==> config.mk <==
export PLATFORM = sky130hd
export DESIGN_NAME = ex_mem_stage_flat
export DESIGN_NICKNAME = d
export VERILOG_FILES = /design/src/rtl/ex_mem_stage_if.sv /design/src/rtl/ex_mem_stage.sv /design/src/flat_wrapper.sv
export SDC_FILE = /design/constraint.sdc
export NUM_CORES = 1
export LEC_CHECK = 0
export ABC_AREA = 1
export BUFFER_PORTS_ARGS = -buffer_cell sky130_fd_sc_hd__buf_2
export CORE_MARGIN = 1.5
export CORE_UTILIZATION = 41
export CTS_CLUSTER_SIZE = 8
export DETAILED_ROUTE_END_ITERATION = 10
export PLACE_DENSITY = 0.69
export SLEW_MARGIN = 40
export SYNTH_ARGS = -nofsm -noshare
export SYNTH_HDL_FRONTEND = slang
export SYNTH_SLANG_ARGS = --single-unit
==> constraint.sdc <==
create_clock -name clk -period 1.6 [get_ports clk]
set_clock_uncertainty 0.15 [all_clocks]
set_input_delay 0.08 -clock clk [delete_from_list [all_inputs] [get_ports clk]]
set_output_delay 0.08 -clock clk [all_outputs]
set_load 0.02 [all_outputs]
==> src/rtl/ex_mem_stage_if.sv <==
// Execute-to-memory stage bus: instruction from execute, EX/MEM register contents,
// memory-side backpressure and the PC redirect.
interface ex_mem_stage_if;
  // Execute side
  logic        ex_valid;
  logic        ex_ready;
  logic [31:0] ex_pc;
  logic [4:0]  ex_opcode;
  logic [2:0]  ex_func3;
  logic [4:0]  ex_rd;
  logic [31:0] ex_rs1_data;
  logic [31:0] ex_rs2_data;
  logic [31:0] ex_imm;
  logic [31:0] alu_out;
  logic        flush;

  // Memory side
  logic        mem_ready;
  logic        mem_valid;
  logic [4:0]  mem_opcode;
  logic [2:0]  mem_func3;
  logic [4:0]  mem_rd;
  logic [31:0] mem_result;
  logic        mem_reg_write;
  logic        mem_read;
  logic        mem_write;
  logic [31:0] mem_wdata;
  logic [3:0]  mem_wstrb;
  logic        mem_misalign;

  // Fetch redirect
  logic        redirect_valid;
  logic [31:0] redirect_pc;

  modport master (
    output ex_valid, ex_pc, ex_opcode, ex_func3, ex_rd, ex_rs1_data, ex_rs2_data, ex_imm,
           alu_out, flush, mem_ready,
    input  ex_ready, mem_valid, mem_opcode, mem_func3, mem_rd, mem_result, mem_reg_write,
           mem_read, mem_write, mem_wdata, mem_wstrb, mem_misalign, redirect_valid, redirect_pc
  );

  modport slave (
    input  ex_valid, ex_pc, ex_opcode, ex_func3, ex_rd, ex_rs1_data, ex_rs2_data, ex_imm,
           alu_out, flush, mem_ready,
    output ex_ready, mem_valid, mem_opcode, mem_func3, mem_rd, mem_result, mem_reg_write,
           mem_read, mem_write, mem_wdata, mem_wstrb, mem_misalign, redirect_valid, redirect_pc
  );
endinterface

==> src/rtl/ex_mem_stage.sv <==
// RV32I EX/MEM pipeline register: latches ALU result and control, resolves branches/jumps
// into a one-cycle redirect pulse, and formats store data/strobes for the data memory.
module ex_mem_stage (
  input logic           clk,
  input logic           rst_n,
  ex_mem_stage_if.slave bus
);
  localparam logic [4:0] OpLui    = 5'b01101;
  localparam logic [4:0] OpAuipc  = 5'b00101;
  localparam logic [4:0] OpLoad   = 5'b00000;
  localparam logic [4:0] OpStore  = 5'b01000;
  localparam logic [4:0] OpJal    = 5'b11011;
  localparam logic [4:0] OpJalr   = 5'b11001;
  localparam logic [4:0] OpBranch = 5'b11000;
  localparam logic [4:0] OpImm    = 5'b00100;
  localparam logic [4:0] OpReg    = 5'b01100;

  logic        accept;
  logic [1:0]  addr_lo;
  logic        is_load, is_store;
  logic        reg_write_d, misalign_d;
  logic [31:0] wdata_d;
  logic [3:0]  wstrb_d;
  logic        take_redirect;
  logic [31:0] target_d;

  logic        mem_valid_q, mem_valid_d;
  logic        redirect_valid_q;
  logic [31:0] redirect_pc_q;
  logic [4:0]  opcode_q, rd_q;
  logic [2:0]  func3_q;
  logic [31:0] result_q, wdata_q;
  logic [3:0]  wstrb_q;
  logic        reg_write_q, read_q, write_q, misalign_q;

  assign bus.ex_ready = ~mem_valid_q | bus.mem_ready;
  // Wrong-path instructions arriving during a redirect pulse are dropped, not stalled.
  assign accept = bus.ex_valid & bus.ex_ready & ~redirect_valid_q & ~bus.flush;

  assign addr_lo  = bus.alu_out[1:0];
  assign is_load  = (bus.ex_opcode == OpLoad);
  assign is_store = (bus.ex_opcode == OpStore);

  always_comb begin
    reg_write_d = 1'b0;
    unique case (bus.ex_opcode)
      OpLui, OpAuipc, OpLoad, OpJal, OpJalr, OpImm, OpReg: reg_write_d = (bus.ex_rd != 5'd0);
      default:                                            reg_write_d = 1'b0;
    endcase
  end

  always_comb begin
    wdata_d    = 32'd0;
    wstrb_d    = 4'd0;
    misalign_d = 1'b0;
    if (is_store) begin
      unique case (bus.ex_func3)
        3'b000: begin
          wdata_d = {4{bus.ex_rs2_data[7:0]}};
          wstrb_d = 4'b0001 << addr_lo;
        end
        3'b001: begin
          wdata_d    = {2{bus.ex_rs2_data[15:0]}};
          misalign_d = addr_lo[0];
          wstrb_d    = addr_lo[0] ? 4'b0000 : (4'b0011 << addr_lo);
        end
        3'b010: begin
          wdata_d    = bus.ex_rs2_data;
          misalign_d = (addr_lo != 2'b00);
          wstrb_d    = (addr_lo == 2'b00) ? 4'b1111 : 4'b0000;
        end
        default: wdata_d = bus.ex_rs2_data;
      endcase
    end else if (is_load) begin
      unique case (bus.ex_func3)
        3'b001, 3'b101: misalign_d = addr_lo[0];
        3'b010:         misalign_d = (addr_lo != 2'b00);
        default:        misalign_d = 1'b0;
      endcase
    end
  end

  always_comb begin
    take_redirect = 1'b0;
    target_d      = bus.ex_pc + bus.ex_imm;
    unique case (bus.ex_opcode)
      OpBranch: take_redirect = bus.alu_out[0];
      OpJal:    take_redirect = 1'b1;
      OpJalr: begin
        take_redirect = 1'b1;
        target_d      = (bus.ex_rs1_data + bus.ex_imm) & 32'hFFFF_FFFE;
      end
      default:  take_redirect = 1'b0;
    endcase
  end

  // Flush beats accept; a drain without a refill empties the register.
  always_comb begin
    mem_valid_d = mem_valid_q;
    if (bus.flush) begin
      mem_valid_d = 1'b0;
    end else if (accept) begin
      mem_valid_d = 1'b1;
    end else if (mem_valid_q && bus.mem_ready) begin
      mem_valid_d = 1'b0;
    end
  end

  always_ff @(posedge clk or negedge rst_n) begin
    if (!rst_n) begin
      mem_valid_q      <= 1'b0;
      redirect_valid_q <= 1'b0;
      redirect_pc_q    <= 32'd0;
    end else begin
      mem_valid_q      <= mem_valid_d;
      redirect_valid_q <= accept & take_redirect;
      if (accept && take_redirect) begin
        redirect_pc_q <= target_d;
      end
    end
  end

  always_ff @(posedge clk or negedge rst_n) begin
    if (!rst_n) begin
      opcode_q    <= 5'd0;
      func3_q     <= 3'd0;
      rd_q        <= 5'd0;
      result_q    <= 32'd0;
      wdata_q     <= 32'd0;
      wstrb_q     <= 4'd0;
      reg_write_q <= 1'b0;
      read_q      <= 1'b0;
      write_q     <= 1'b0;
      misalign_q  <= 1'b0;
    end else if (accept) begin
      opcode_q    <= bus.ex_opcode;
      func3_q     <= bus.ex_func3;
      rd_q        <= bus.ex_rd;
      result_q    <= bus.alu_out;
      wdata_q     <= wdata_d;
      wstrb_q     <= wstrb_d;
      reg_write_q <= reg_write_d;
      read_q      <= is_load;
      write_q     <= is_store && (wstrb_d != 4'd0);
      misalign_q  <= misalign_d;
    end
  end

  assign bus.mem_valid      = mem_valid_q;
  assign bus.mem_opcode     = opcode_q;
  assign bus.mem_func3      = func3_q;
  assign bus.mem_rd         = rd_q;
  assign bus.mem_result     = result_q;
  assign bus.mem_reg_write  = reg_write_q;
  assign bus.mem_read       = read_q;
  assign bus.mem_write      = write_q;
  assign bus.mem_wdata      = wdata_q;
  assign bus.mem_wstrb      = wstrb_q;
  assign bus.mem_misalign   = misalign_q;
  assign bus.redirect_valid = redirect_valid_q;
  assign bus.redirect_pc    = redirect_pc_q;
endmodule

==> src/flat_wrapper.sv <==
// flat-port wrapper written by rule: the top's interface ports become plain ports
module ex_mem_stage_flat 
  (clk, rst_n, bus_ex_valid, bus_ex_pc, bus_ex_opcode, bus_ex_func3, bus_ex_rd, bus_ex_rs1_data, bus_ex_rs2_data, bus_ex_imm, bus_alu_out, bus_flush, bus_mem_ready, bus_ex_ready, bus_mem_valid, bus_mem_opcode, bus_mem_func3, bus_mem_rd, bus_mem_result, bus_mem_reg_write, bus_mem_read, bus_mem_write, bus_mem_wdata, bus_mem_wstrb, bus_mem_misalign, bus_redirect_valid, bus_redirect_pc);
  ex_mem_stage_if bus_i ();
  input logic clk;
  input logic rst_n;
  input wire logic [$bits(bus_i.ex_valid)-1:0] bus_ex_valid;
  input wire logic [$bits(bus_i.ex_pc)-1:0] bus_ex_pc;
  input wire logic [$bits(bus_i.ex_opcode)-1:0] bus_ex_opcode;
  input wire logic [$bits(bus_i.ex_func3)-1:0] bus_ex_func3;
  input wire logic [$bits(bus_i.ex_rd)-1:0] bus_ex_rd;
  input wire logic [$bits(bus_i.ex_rs1_data)-1:0] bus_ex_rs1_data;
  input wire logic [$bits(bus_i.ex_rs2_data)-1:0] bus_ex_rs2_data;
  input wire logic [$bits(bus_i.ex_imm)-1:0] bus_ex_imm;
  input wire logic [$bits(bus_i.alu_out)-1:0] bus_alu_out;
  input wire logic [$bits(bus_i.flush)-1:0] bus_flush;
  input wire logic [$bits(bus_i.mem_ready)-1:0] bus_mem_ready;
  output wire logic [$bits(bus_i.ex_ready)-1:0] bus_ex_ready;
  output wire logic [$bits(bus_i.mem_valid)-1:0] bus_mem_valid;
  output wire logic [$bits(bus_i.mem_opcode)-1:0] bus_mem_opcode;
  output wire logic [$bits(bus_i.mem_func3)-1:0] bus_mem_func3;
  output wire logic [$bits(bus_i.mem_rd)-1:0] bus_mem_rd;
  output wire logic [$bits(bus_i.mem_result)-1:0] bus_mem_result;
  output wire logic [$bits(bus_i.mem_reg_write)-1:0] bus_mem_reg_write;
  output wire logic [$bits(bus_i.mem_read)-1:0] bus_mem_read;
  output wire logic [$bits(bus_i.mem_write)-1:0] bus_mem_write;
  output wire logic [$bits(bus_i.mem_wdata)-1:0] bus_mem_wdata;
  output wire logic [$bits(bus_i.mem_wstrb)-1:0] bus_mem_wstrb;
  output wire logic [$bits(bus_i.mem_misalign)-1:0] bus_mem_misalign;
  output wire logic [$bits(bus_i.redirect_valid)-1:0] bus_redirect_valid;
  output wire logic [$bits(bus_i.redirect_pc)-1:0] bus_redirect_pc;
  assign bus_i.ex_valid = bus_ex_valid;
  assign bus_i.ex_pc = bus_ex_pc;
  assign bus_i.ex_opcode = bus_ex_opcode;
  assign bus_i.ex_func3 = bus_ex_func3;
  assign bus_i.ex_rd = bus_ex_rd;
  assign bus_i.ex_rs1_data = bus_ex_rs1_data;
  assign bus_i.ex_rs2_data = bus_ex_rs2_data;
  assign bus_i.ex_imm = bus_ex_imm;
  assign bus_i.alu_out = bus_alu_out;
  assign bus_i.flush = bus_flush;
  assign bus_i.mem_ready = bus_mem_ready;
  assign bus_ex_ready = bus_i.ex_ready;
  assign bus_mem_valid = bus_i.mem_valid;
  assign bus_mem_opcode = bus_i.mem_opcode;
  assign bus_mem_func3 = bus_i.mem_func3;
  assign bus_mem_rd = bus_i.mem_rd;
  assign bus_mem_result = bus_i.mem_result;
  assign bus_mem_reg_write = bus_i.mem_reg_write;
  assign bus_mem_read = bus_i.mem_read;
  assign bus_mem_write = bus_i.mem_write;
  assign bus_mem_wdata = bus_i.mem_wdata;
  assign bus_mem_wstrb = bus_i.mem_wstrb;
  assign bus_mem_misalign = bus_i.mem_misalign;
  assign bus_redirect_valid = bus_i.redirect_valid;
  assign bus_redirect_pc = bus_i.redirect_pc;
  ex_mem_stage u_core (.clk(clk), .rst_n(rst_n), .bus(bus_i));
endmodule
==> impl_metrics.json, run 1 <==
{
  "status": "complete, but fails checks",
  "violations": "setup timing",
  "finish.utilization_pct": 63.2,
  "grt_max_degree": 72,
  "reg2reg_from": "u_core.bus.redirect_valid",
  "synthSimpleGateAreaFrac_pct": 38.8,
  "crit_arrival_ns": 2.12,
  "total_power_uw": 12600,
  "syn_area_um2": 9760,
  "seq_area_frac_synth_pct": 30.5,
  "async_flop_share_pct": 100,
  "overflow": 0,
  "yosysUniqueCellTypes": 38,
  "area_delta_synth_final_pct": 51.7,
  "drt-initial-drc-count": 1070,
  "drv_cap": 0,
  "powerDensity_nw_per_um2": 849,
  "slew_headroom_pct": 59.7,
  "core_area_um2": 23400,
  "ys_seq_elements": 119,
  "via_count": 12500,
  "grt_usage_pct": 30.5,
  "syn-num-nets": 1847,
  "drc": 0,
  "fillCellCount": 2101,
  "synth_compound_area_share_pct": 9.73,
  "fin_crit_sh_pct": 125,
  "wl_per_cell_um": 16.8,
  "leakage_uw": 0.00868,
  "start_kind": "input port",
  "drtAntennaViolNets": 0,
  "cp_max_fo": 32,
  "end_kind": "register",
  "clk_pin_slew_ns": 0.06,
  "firstDrtPassIters": 8,
  "totalWireLength_um": 41500,
  "die_x_um": 157,
  "hold_class": "in -> reg",
  "vdd_ir_drop_max_v": 0.000612,
  "clockBufferDepth": 2,
  "root_buffer": "clkbuf_16",
  "dieArea_um2": 24700,
  "multiInputGateArea_um2": 5990,
  "layout_setup_ws_ns": -0.399,
  "drive_gt1_share_pct": 26.7,
  "final_area_um2": 14800,
  "holdWs_ns": 0.00745,
  "ys_warn_count": 0,
  "nets": 2375,
  "muxShareOfSynthArea_pct": 0,
  "hpwl_um": 28800,
  "rows": 56,
  "max_freq_ghz": 0.500,
  "fin_crit_ns": 2.00,
  "yosys.area_share.xor_xnor_pct": 1.44,
  "hold_violations": 0,
  "io_pins": 298,
  "critPathKind": "in -> reg",
  "worstPathRequired_ns": 1.72,
  "ys.flop_type": "dfrtp_1",
  "port_buffers": 297,
  "min_from": "bus_ex_pc[31]",
  "place_congestion": 0.945,
  "syn_inst": 1606,
  "antenna_found_initial": 4,
  "cts_tree": "built",
  "synth_top_family_by_area": "simple AND/OR/NAND/NOR gates",
  "grt_pass1_wl_um": 58400,
  "clkLatencyLatePin_ns": 0.41,
  "synth_fa_ha_area_share_pct": 8.23,
  "numCtsBuffers": 17,
  "min_path_cells": 8,
  "r2r_slack_ns": -0.27,
  "register_area_um2": 2980,
  "start_util_pct": 41.7,
  "die_y_um": 157,
  "wl_met2_um": 19500,
  "dpl_cell_area_um2": 12800,
  "synth_edf_count": 0,
  "grt_pass1_vias": 11600,
  "rr_worst_depth": 7,
  "rsz0062_at_grt": "yes",
  "avgSynthCellArea_um2": 6.08,
  "wl_met1_um": 16200,
  "tightest_slew_ns": 0.602,
  "dr.max_layer_used": "met5",
  "clock-sinks": 119,
  "wl_met3_um": 3740,
  "via_per_inst": 5.08,
  "setup_violations": 119,
  "htree_levels": 4,
  "slew_violations": 0,
  "timing.rr.end": "u_core.bus.mem_wdata[13]",
  "holdPathEnd": "u_core.bus.redirect_pc[31]"
}
-- cell type report --
type | instances | share of cell area, %
flip-flops and latches | 119 | 20.1
well taps | 319 | 2.70
clock inverters | 14 | 1.18
clock buffers | 17 | 2.88
repair buffers | 541 | 26.0
inverters | 254 | 6.56
diodes | 4 | 0.0676
multi-input cells | 1201 | 40.5
-- cell families after synthesis --
kind of cell / count (synthesis)
AND/OR/NAND/NOR: 947
AO/OA/AOI/OAI: 175
buffers and inverters: 286
adder cells (fa/ha/maj): 63
flip-flops: 119
XOR/XNOR: 16
-- sequential cells by signal (all words and copies together), names as in the netlist --
name / cells
u_core.bus.redirect_pc: 32
u_core.bus.mem_reg_write: 1
u_core.bus.mem_opcode: 5
u_core.bus.mem_wdata: 32
u_core.bus.mem_rd: 5
u_core.bus.mem_valid: 1
u_core.bus.mem_result: 32
u_core.bus.redirect_valid: 1
u_core.bus.mem_write: 1
u_core.bus.mem_func3: 3
u_core.bus.mem_misalign: 1
u_core.bus.mem_wstrb: 4
u_core.bus.mem_read: 1
-- power breakdown --
part / internal, µW / switching [µW] / total [µW]
registers: 3440 / 310 / 3750
logic: 1940 / 2910 / 4850
clock network: 2460 / 1510 / 3960
-- worst max path at each step --
stage / startpoint / endpoint / slack, ns
final: bus_ex_func3[1] / u_core.bus.mem_wdata[29] / -0.40
after global routing: u_core.bus.redirect_valid / u_core.bus.mem_wdata[11] / -0.38
after CTS: u_core.bus.redirect_valid / u_core.bus.redirect_pc[10] / -0.18
after detailed placement: bus_ex_imm[5] / u_core.bus.redirect_pc[15] / -0.47
after global placement: bus_ex_imm[5] / u_core.bus.redirect_pc[15] / -0.43
after floorplan: u_core.bus.redirect_valid / u_core.bus.mem_result[10] / 0.0006
-- per-stage QoR --
step / setup slack, ns / instances / TNS [ns]
after detailed placement: -0.474 / 2339 / -19.46
after floorplan: 0.000643 / 1606 / 0
after global routing: -0.380 / 2468 / -21.54
after global placement: -0.429 / 2339 / -17.96
final: -0.399 / 2469 / -12.06
after CTS: -0.182 / 2458 / -14.92
-- critical path, cell delays in order --
cell and delay (ns):
buf_2 0.08, dlygate4sd3_1 0.60, inv_1 0.10, nand2_1 0.24, nand2_1 0.15, buf_12 0.19, nor2_1 0.48, o21ai_2 0.17
-- placed cells by master, fill, tap and decap left out, types with 6 or more instances in the layout --
master	Yosys	layout
buf_12	0	11
nor2_1	118	103
o21ai_1	36	43
o21ai_2	0	11
buf_2	16	296
nand3_2	2	8
nor2_2	1	9
o211ai_1	10	10
ha_1	61	60
a21oi_1	67	67
dfrtp_1	119	118
buf_4	2	139
a31oi_1	14	10
nand4_1	7	7
dlygate4sd3_1	0	84
nand3_1	86	79
o21ai_0	37	19
nor2_4	1	8
nor3_1	7	6
xor2_1	14	14
nand2_2	2	23
nand3b_1	7	7
inv_1	248	246
clkbuf_16	0	24
nand2_1	709	684
-- synthesized netlist by cell type (10+ instances only) --
cell type,number,share of area (%)
o211ai_1,10,0.77
nand3_1,86,4.4
o21ai_1,36,1.8
o21ai_0,37,1.9
ha_1,61,7.8
inv_1,248,9.5
a21oi_1,67,3.4
nand2_1,709,27
clkbuf_1,14,0.54
xor2_1,14,1.3
buf_2,16,0.82
a31oi_1,14,0.90
dfrtp_1,119,31
nor2_1,118,4.5
-- repair_timing --
action	4_1_cts	5_1_grt
hold buffers	84	0
gates cloned	2	8
setup endpoints to repair	116	119
resized for setup	25	83
setup buffers	2	0
pin swaps	4	4
hold endpoints to repair	203	0
-- per-layer routing --
layer  vias up  global-route usage (%)
met2       633                    53.1
met3       163                    6.17
met4         2                    12.8
li1       6056                       -
met5         -                       0
met1      5679                    36.6
Note: power is estimated with default switching activity, not from simulation.
==> inputs of run 2 (changes only) <==
--- a/config.mk
+++ b/config.mk
@@ -7,11 +7,13 @@
 export LEC_CHECK = 0
 export ABC_AREA = 1
 export BUFFER_PORTS_ARGS = -buffer_cell sky130_fd_sc_hd__buf_2
+export CELL_PAD_IN_SITES_DETAIL_PLACEMENT = 0
+export CELL_PAD_IN_SITES_GLOBAL_PLACEMENT = 1
 export CORE_MARGIN = 1.5
-export CORE_UTILIZATION = 41
+export CORE_UTILIZATION = 32
 export CTS_CLUSTER_SIZE = 8
 export DETAILED_ROUTE_END_ITERATION = 10
-export PLACE_DENSITY = 0.69
+export PLACE_DENSITY_LB_ADDON = 0.15
 export SLEW_MARGIN = 40
 export SYNTH_ARGS = -nofsm -noshare
 export SYNTH_HDL_FRONTEND = slang
==> impl_metrics.json, run 2 (synthesis gave the netlist of run 1 again) <==
{
  "fillCellCount": 3128,
  "root_buffer": "clkbuf_16",
  "hold_class": "in -> reg",
  "wl_per_cell_um": 15.5,
  "switchingPower_uw": 4660,
  "start_util_pct": 32.7,
  "power.share.clock_pct": 31.9,
  "end_kind": "register",
  "nets": 2367,
  "final_common_cell": "nand2_1",
  "grt_pass1_wl_um": 58400,
  "max_freq_ghz": 0.578,
  "fin_crit_sh_pct": 108,
  "htree_levels": 4,
  "totalWireLength_um": 39200,
  "via_count": 11700,
  "dieArea_um2": 31500,
  "grt_pass1_vias": 11100,
  "clkLatencyLatePin_ns": 0.42,
  "hpwl_um": 31400,
  "place_congestion": 0.889,
  "fin_crit_ns": 1.73,
  "pwr-share-seq_pct": 30.2,
  "io_pins": 298,
  "internal_power_uw": 7660,
  "core_area_um2": 29800,
  "drv_cap": 0,
  "cpMostUsedCell": "buf_6",
  "max_stage_delay_ns": 0.44,
  "clk_pin_slew_ns": 0.07,
  "via_per_inst": 4.63,
  "worstPathRequired_ns": 1.81,
  "port_buffers": 297,
  "crit_slowest_cell": "dfrtp_2",
  "die_y_um": 178,
  "crit_chain": "nor4_4, buf_6, inv_6, nor2_4, buf_6, clkbuf_16, nand2_1, o21ai_1",
  "powerDensity_nw_per_um2": 829,
  "stdcell_count": 2530,
  "drt-initial-drc-count": 594,
  "vdd_ir_drop_max_v": 0.000756,
  "leakage_uw": 0.00861,
  "status": "complete, but fails checks",
  "crit_buf_inv": 4,
  "cts_tree": "built",
  "overflow": 0,
  "clockBufferDepth": 2,
  "cp_max_fo": 10,
  "start_kind": "register",
  "swShare_pct": 37.8,
  "grt_max_degree": 41,
  "tightest_slew_ns": 0.590,
  "firstDrtPassIters": 5,
  "grt_usage_pct": 24.4,
  "slew_violations": 0,
  "layout_setup_ws_ns": -0.131,
  "rows": 63,
  "critPathKind": "reg -> reg",
  "drive_gt1_share_pct": 26.9,
  "antenna_found_initial": 1,
  "drc": 0,
  "numCtsBuffers": 17,
  "final_area_um2": 14900,
  "dp_cells": 2402,
  "crit_arrival_ns": 1.94,
  "violations": "hold timing, setup timing",
  "drtAntennaViolNets": 0,
  "holdWs_ns": -0.0446,
  "hold_violations": 1,
  "clock-sinks": 119,
  "rsz0062_at_grt": "yes",
  "setup_violations": 68,
  "most-common-layout-cells": "nand2_1, buf_2, inv_1, buf_4, dfrtp_1",
  "die_x_um": 178,
  "crit_family": "buffers and inverters",
  "slew_headroom_pct": 60.6,
  "area_delta_synth_final_pct": 52.3,
  "comb_power_share_pct": 37.9,
  "dpl_cell_area_um2": 12800
}
[run 2: changes by cell type in the layout (fill, tap and decap cells not counted), sizes merged]
cell,previous run,this run
clkbuf,24,19
bufinv,3,2
buf,449,448
inv,256,258
diode,4,1
dlygate4sd3,84,82
[run 2: what timing repair did]
item                                   CTS  global route
setup buffers                            7             3
hold buffers                            81             1
gates cloned                             2             2
setup endpoints to repair              103            84
pin swaps                                0             9
resized for setup                       26            90
endpoints found under the hold margin  206             1
[run 2: power by group through the flow]
stage               sequential [µW]  combinational, µW  clock (µW)
CTS                            3710               4540        4010
global route                   3760               5170        4140
floorplan                      4250               1850           0
global placement               3750               4310           0
detailed placement             3760               4320           0
finish                         3720               4670        3930
[run 2: worst paths after layout]
| path | start | to | slack (ns) | cells past startpoint |
|---|---|---|---|---|
| max | u_core.bus.redirect_valid | u_core.bus.mem_wdata[30] | -0.13 | 8 |
| min | bus_mem_ready | u_core.bus.mem_valid | -0.04 | 4 |
| max reg2reg | u_core.bus.redirect_valid | u_core.bus.mem_wdata[30] | -0.13 | 8 |
| min reg2reg | u_core.bus.mem_func3[0] | u_core.bus.mem_func3[0] | 0.31 | 2 |
| max in group asynchronous | rst_n | u_core.bus.mem_result[18] | 0.69 | 3 |
| min in group asynchronous | rst_n | u_core.bus.mem_wdata[31] | 0.04 | 2 |
[run 2: metrics by stage]
| stage | setup WS [ns] | hold slack (ns) | setup TNS, ns | total power (µW) | utilization, % |
|---|---|---|---|---|---|
| 3_3_place_gp | -0.548 | -0.0240 | -17.19 | 8060 | 43.0 |
| 6_report | -0.131 | -0.0446 | -4.98 | 12300 | 49.9 |
| 5_1_grt | -0.189 | -0.0476 | -10.18 | 13100 | 49.9 |
| 3_5_place_dp | -0.531 | -0.0242 | -17.54 | 8080 | 43.0 |
| 4_1_cts | -0.111 | -0.193 | -5.31 | 12300 | 48.4 |
| 2_1_floorplan | 0.000643 | -0.366 | 0 | 6100 | - |
[run 2: worst register-to-register path, cell delays in order (launching register included)]
cell       delay, ns
dfrtp_2         0.44
nor4_4          0.27
buf_6           0.17
inv_6           0.07
nor2_4          0.11
buf_6           0.14
clkbuf_16       0.15
nand2_1         0.07
o21ai_1         0.12
[run 2: final cells by class]
type	instances	area, µm²	share of cell area, %
multi-input cells	1201	6070	40.8
repair buffers	533	3760	25.3
flip-flops and latches	119	2980	20.0
inverters	254	968	6.52
well taps	390	488	3.28
clock buffers	17	425	2.86
clock inverters	15	170	1.14
diodes	1	2.50	0.0168
[run 2: metal layers]
layer,part of all wire (%),GRT usage (%),up-vias
met5,0,0,-
met1,45,31.0,5288
met4,2.1,7.74,0
li1,-,-,6031
met3,5.7,3.75,46
met2,48,42.0,338
==> inputs of run 3 (changes only) <==
--- a/config.mk
+++ b/config.mk
@@ -5,12 +5,11 @@
 export SDC_FILE = /design/constraint.sdc
 export NUM_CORES = 1
 export LEC_CHECK = 0
-export ABC_AREA = 1
 export BUFFER_PORTS_ARGS = -buffer_cell sky130_fd_sc_hd__buf_2
 export CELL_PAD_IN_SITES_DETAIL_PLACEMENT = 0
 export CELL_PAD_IN_SITES_GLOBAL_PLACEMENT = 1
 export CORE_MARGIN = 1.5
-export CORE_UTILIZATION = 32
+export CORE_UTILIZATION = 33
 export CTS_CLUSTER_SIZE = 8
 export DETAILED_ROUTE_END_ITERATION = 10
 export PLACE_DENSITY_LB_ADDON = 0.15
==> impl_metrics.json, run 3 <==
{
  "crit_chain": "buf_6, and2_4, fa_2, a21o_1, a311o_2, a21oi_4, o2111ai_4, a41oi_4, a21oi_4, buf_4, a31oi_4, mux2i_1, nand2_1",
  "ys_warn_count": 0,
  "grt_usage_pct": 23.3,
  "area_delta_synth_final_pct": 81.2,
  "syn-num-nets": 1252,
  "status": "complete, but fails checks",
  "root_buffer": "clkbuf_16",
  "rr_worst_depth": 9,
  "powerDensity_nw_per_um2": 853,
  "drc": 0,
  "dieArea_um2": 26000,
  "cpMostUsedCell": "a21oi_4",
  "overflow": 0,
  "max_stage_delay_ns": 0.36,
  "yosysTopAreaCell": "dfrtp_1",
  "hold_class": "in -> reg",
  "port_buffers": 297,
  "synth_top_area_share_pct": 36.0,
  "htree_levels": 4,
  "hold_violations": 2,
  "ys.flop_type": "dfrtp_1",
  "firstDrtPassIters": 5,
  "final_area_um2": 15000,
  "final_common_cell": "buf_2",
  "antenna_cells": 0,
  "ys_seq_elements": 119,
  "rsz0062_at_grt": "yes",
  "place_congestion": 0.861,
  "ys_top_cells_by_count": "nand2_1, dfrtp_1, a21oi_1, o21ai_0, nor2_1",
  "clock-sinks": 119,
  "violations": "hold timing, setup timing",
  "grt_pass1_wl_um": 48500,
  "numCtsBuffers": 17,
  "slew_violations": 0,
  "dp_cells": 1811,
  "yosysMostFrequentCell": "nand2_1",
  "slew_headroom_pct": 66.5,
  "syn_inst": 1011,
  "via_per_inst": 4.95,
  "clk_pin_slew_ns": 0.06,
  "drv_cap": 0,
  "cp_max_fo": 3,
  "yosysUniqueCellTypes": 63,
  "cts_tree": "built",
  "holdWs_ns": -0.00727,
  "seq_area_frac_synth_pct": 36.0,
  "critPathKind": "in -> reg",
  "crit_slowest_cell": "a311o_2",
  "fin_crit_sh_pct": 152,
  "clkLatencyLatePin_ns": 0.41,
  "nets": 1872,
  "core_area_um2": 24500,
  "totalWireLength_um": 32900,
  "tightest_slew_ns": 0.502,
  "antenna_found_initial": 0,
  "grt_max_degree": 81,
  "avgSynthCellArea_um2": 8.18,
  "dpl_cell_area_um2": 12100,
  "min_path_cells": 5,
  "end_kind": "register",
  "fin_crit_ns": 2.44,
  "worstPathRequired_ns": 1.75,
  "drt-initial-drc-count": 470,
  "max_freq_ghz": 0.410,
  "drtAntennaViolNets": 0,
  "rows": 57,
  "start_kind": "input port",
  "layout_setup_ws_ns": -0.837,
  "syn_area_um2": 8270,
  "async_flop_share_pct": 100,
  "grt_pass1_vias": 9292,
  "leakage_uw": 0.00762,
  "vdd_ir_drop_max_v": 0.000681,
  "stdcell_count": 1968,
  "start_util_pct": 33.8,
  "total_power_uw": 12800,
  "io_pins": 298,
  "die_x_um": 161,
  "synth.area.top_cells": "dfrtp_1, nand2_1, ha_1",
  "die_y_um": 161,
  "wl_per_cell_um": 16.7,
  "crit_arrival_ns": 2.59,
  "hpwl_um": 23700,
  "setup_violations": 74,
  "clockBufferDepth": 2,
  "drive_gt1_share_pct": 47.7,
  "via_count": 9741,
  "synth_edf_count": 0,
  "most-common-layout-cells": "buf_2, buf_4, nand2_1, dfrtp_1, dlygate4sd3_1"
}
==> run 3: changes by cell type after synthesis, sizes merged, moves of 12 or more <==
cell,delta
clkbuf,+31
nor2,-56
a21o,+31
buf,-12
nand3,-58
a21oi,+18
a22o,+12
mux2i,+25
xnor2,+32
inv,-243
nand2,-467
==> run 3: final timing paths <==
kind,from,end,slack [ns]
worst max-delay path,bus_ex_imm[0],u_core.bus.redirect_pc[24],-0.84
worst min-delay path,bus_ex_opcode[1],u_core.bus.mem_misalign,-0.007
worst max register to register,u_core.bus.redirect_valid,u_core.bus.redirect_pc[24],-0.18
worst min register to register,u_core.bus.mem_misalign,u_core.bus.mem_misalign,0.31
max in group asynchronous,rst_n,u_core.bus.mem_valid,0.77
min in group asynchronous,rst_n,u_core.bus.mem_result[19],0.10
==> run 3: cell families after synthesis <==
kind of cell               synth area share [%]
buffers and inverters                      2.89
DFF                                        36.0
muxes                                      3.16
xor gates and xnor gates                   5.82
adders and majority gates                  9.71
AOI/OAI and AO/OA                          21.5
and+or+nand+nor                            20.9
==> run 3: final cells by class <==
class,instances,area [µm²]
Clock buffer,18,429
Multi-Input combinational cell,831,6080
Clock inverter,14,190
Tap cell,324,405
Fill cell,2131,9470
Timing Repair Buffer,652,4860
Sequential cell,119,2980
Inverter,10,40.0
==> run 3: metal layers <==
| layer | global-route usage (%) | share of wire [%] | routed length (µm) |
|---|---|---|---|
| met1 | 31.5 | 45 | 14800 |
| met2 | 38.9 | 49 | 16000 |
| met4 | 5.81 | 1.6 | 528 |
| met3 | 3.47 | 4.9 | 1600 |
| met5 | 0 | 0 | 0 |
==> run 3: worst max-delay path: cells and delay by family <==
kind                       cells  cell delay (ns)
adders and majority gates      1             0.34
muxes                          1             0.23
buffers and inverters          2             0.24
AOI/OAI and AO/OA              7             1.48
and+or+nand+nor                2             0.21
==> run 3: metrics by stage <==
stage               util (%)  setup TNS, ns  worst slack, ns
floorplan                  -         -11.50           -0.967
global placement        49.3         -27.96            -1.26
detailed placement      49.3         -29.30            -1.31
CTS                     57.0         -12.33           -0.823
global route            61.3         -20.07           -0.933
finish                  61.3         -14.80           -0.837
==> run 3: where the power goes <==
group / switching [µW] / internal, µW / total (µW) / leakage [µW]
registers: 313 / 3440 / 3750 / 0.00153
clock network: 1530 / 2500 / 4030 / 0.000300
logic: 2660 / 2350 / 5010 / 0.00578
==> run 3: repair_timing <==
| action | 4_1_cts | 5_1_grt |
|---|---|---|
| endpoints found under the setup margin | 78 | 111 |
| cloned | 0 | 17 |
| hold endpoints to repair | 206 | 0 |
| gates resized for setup | 63 | 193 |
| setup buffers | 9 | 13 |
| hold buffers | 91 | 0 |
| pin swaps | 31 | 102 |
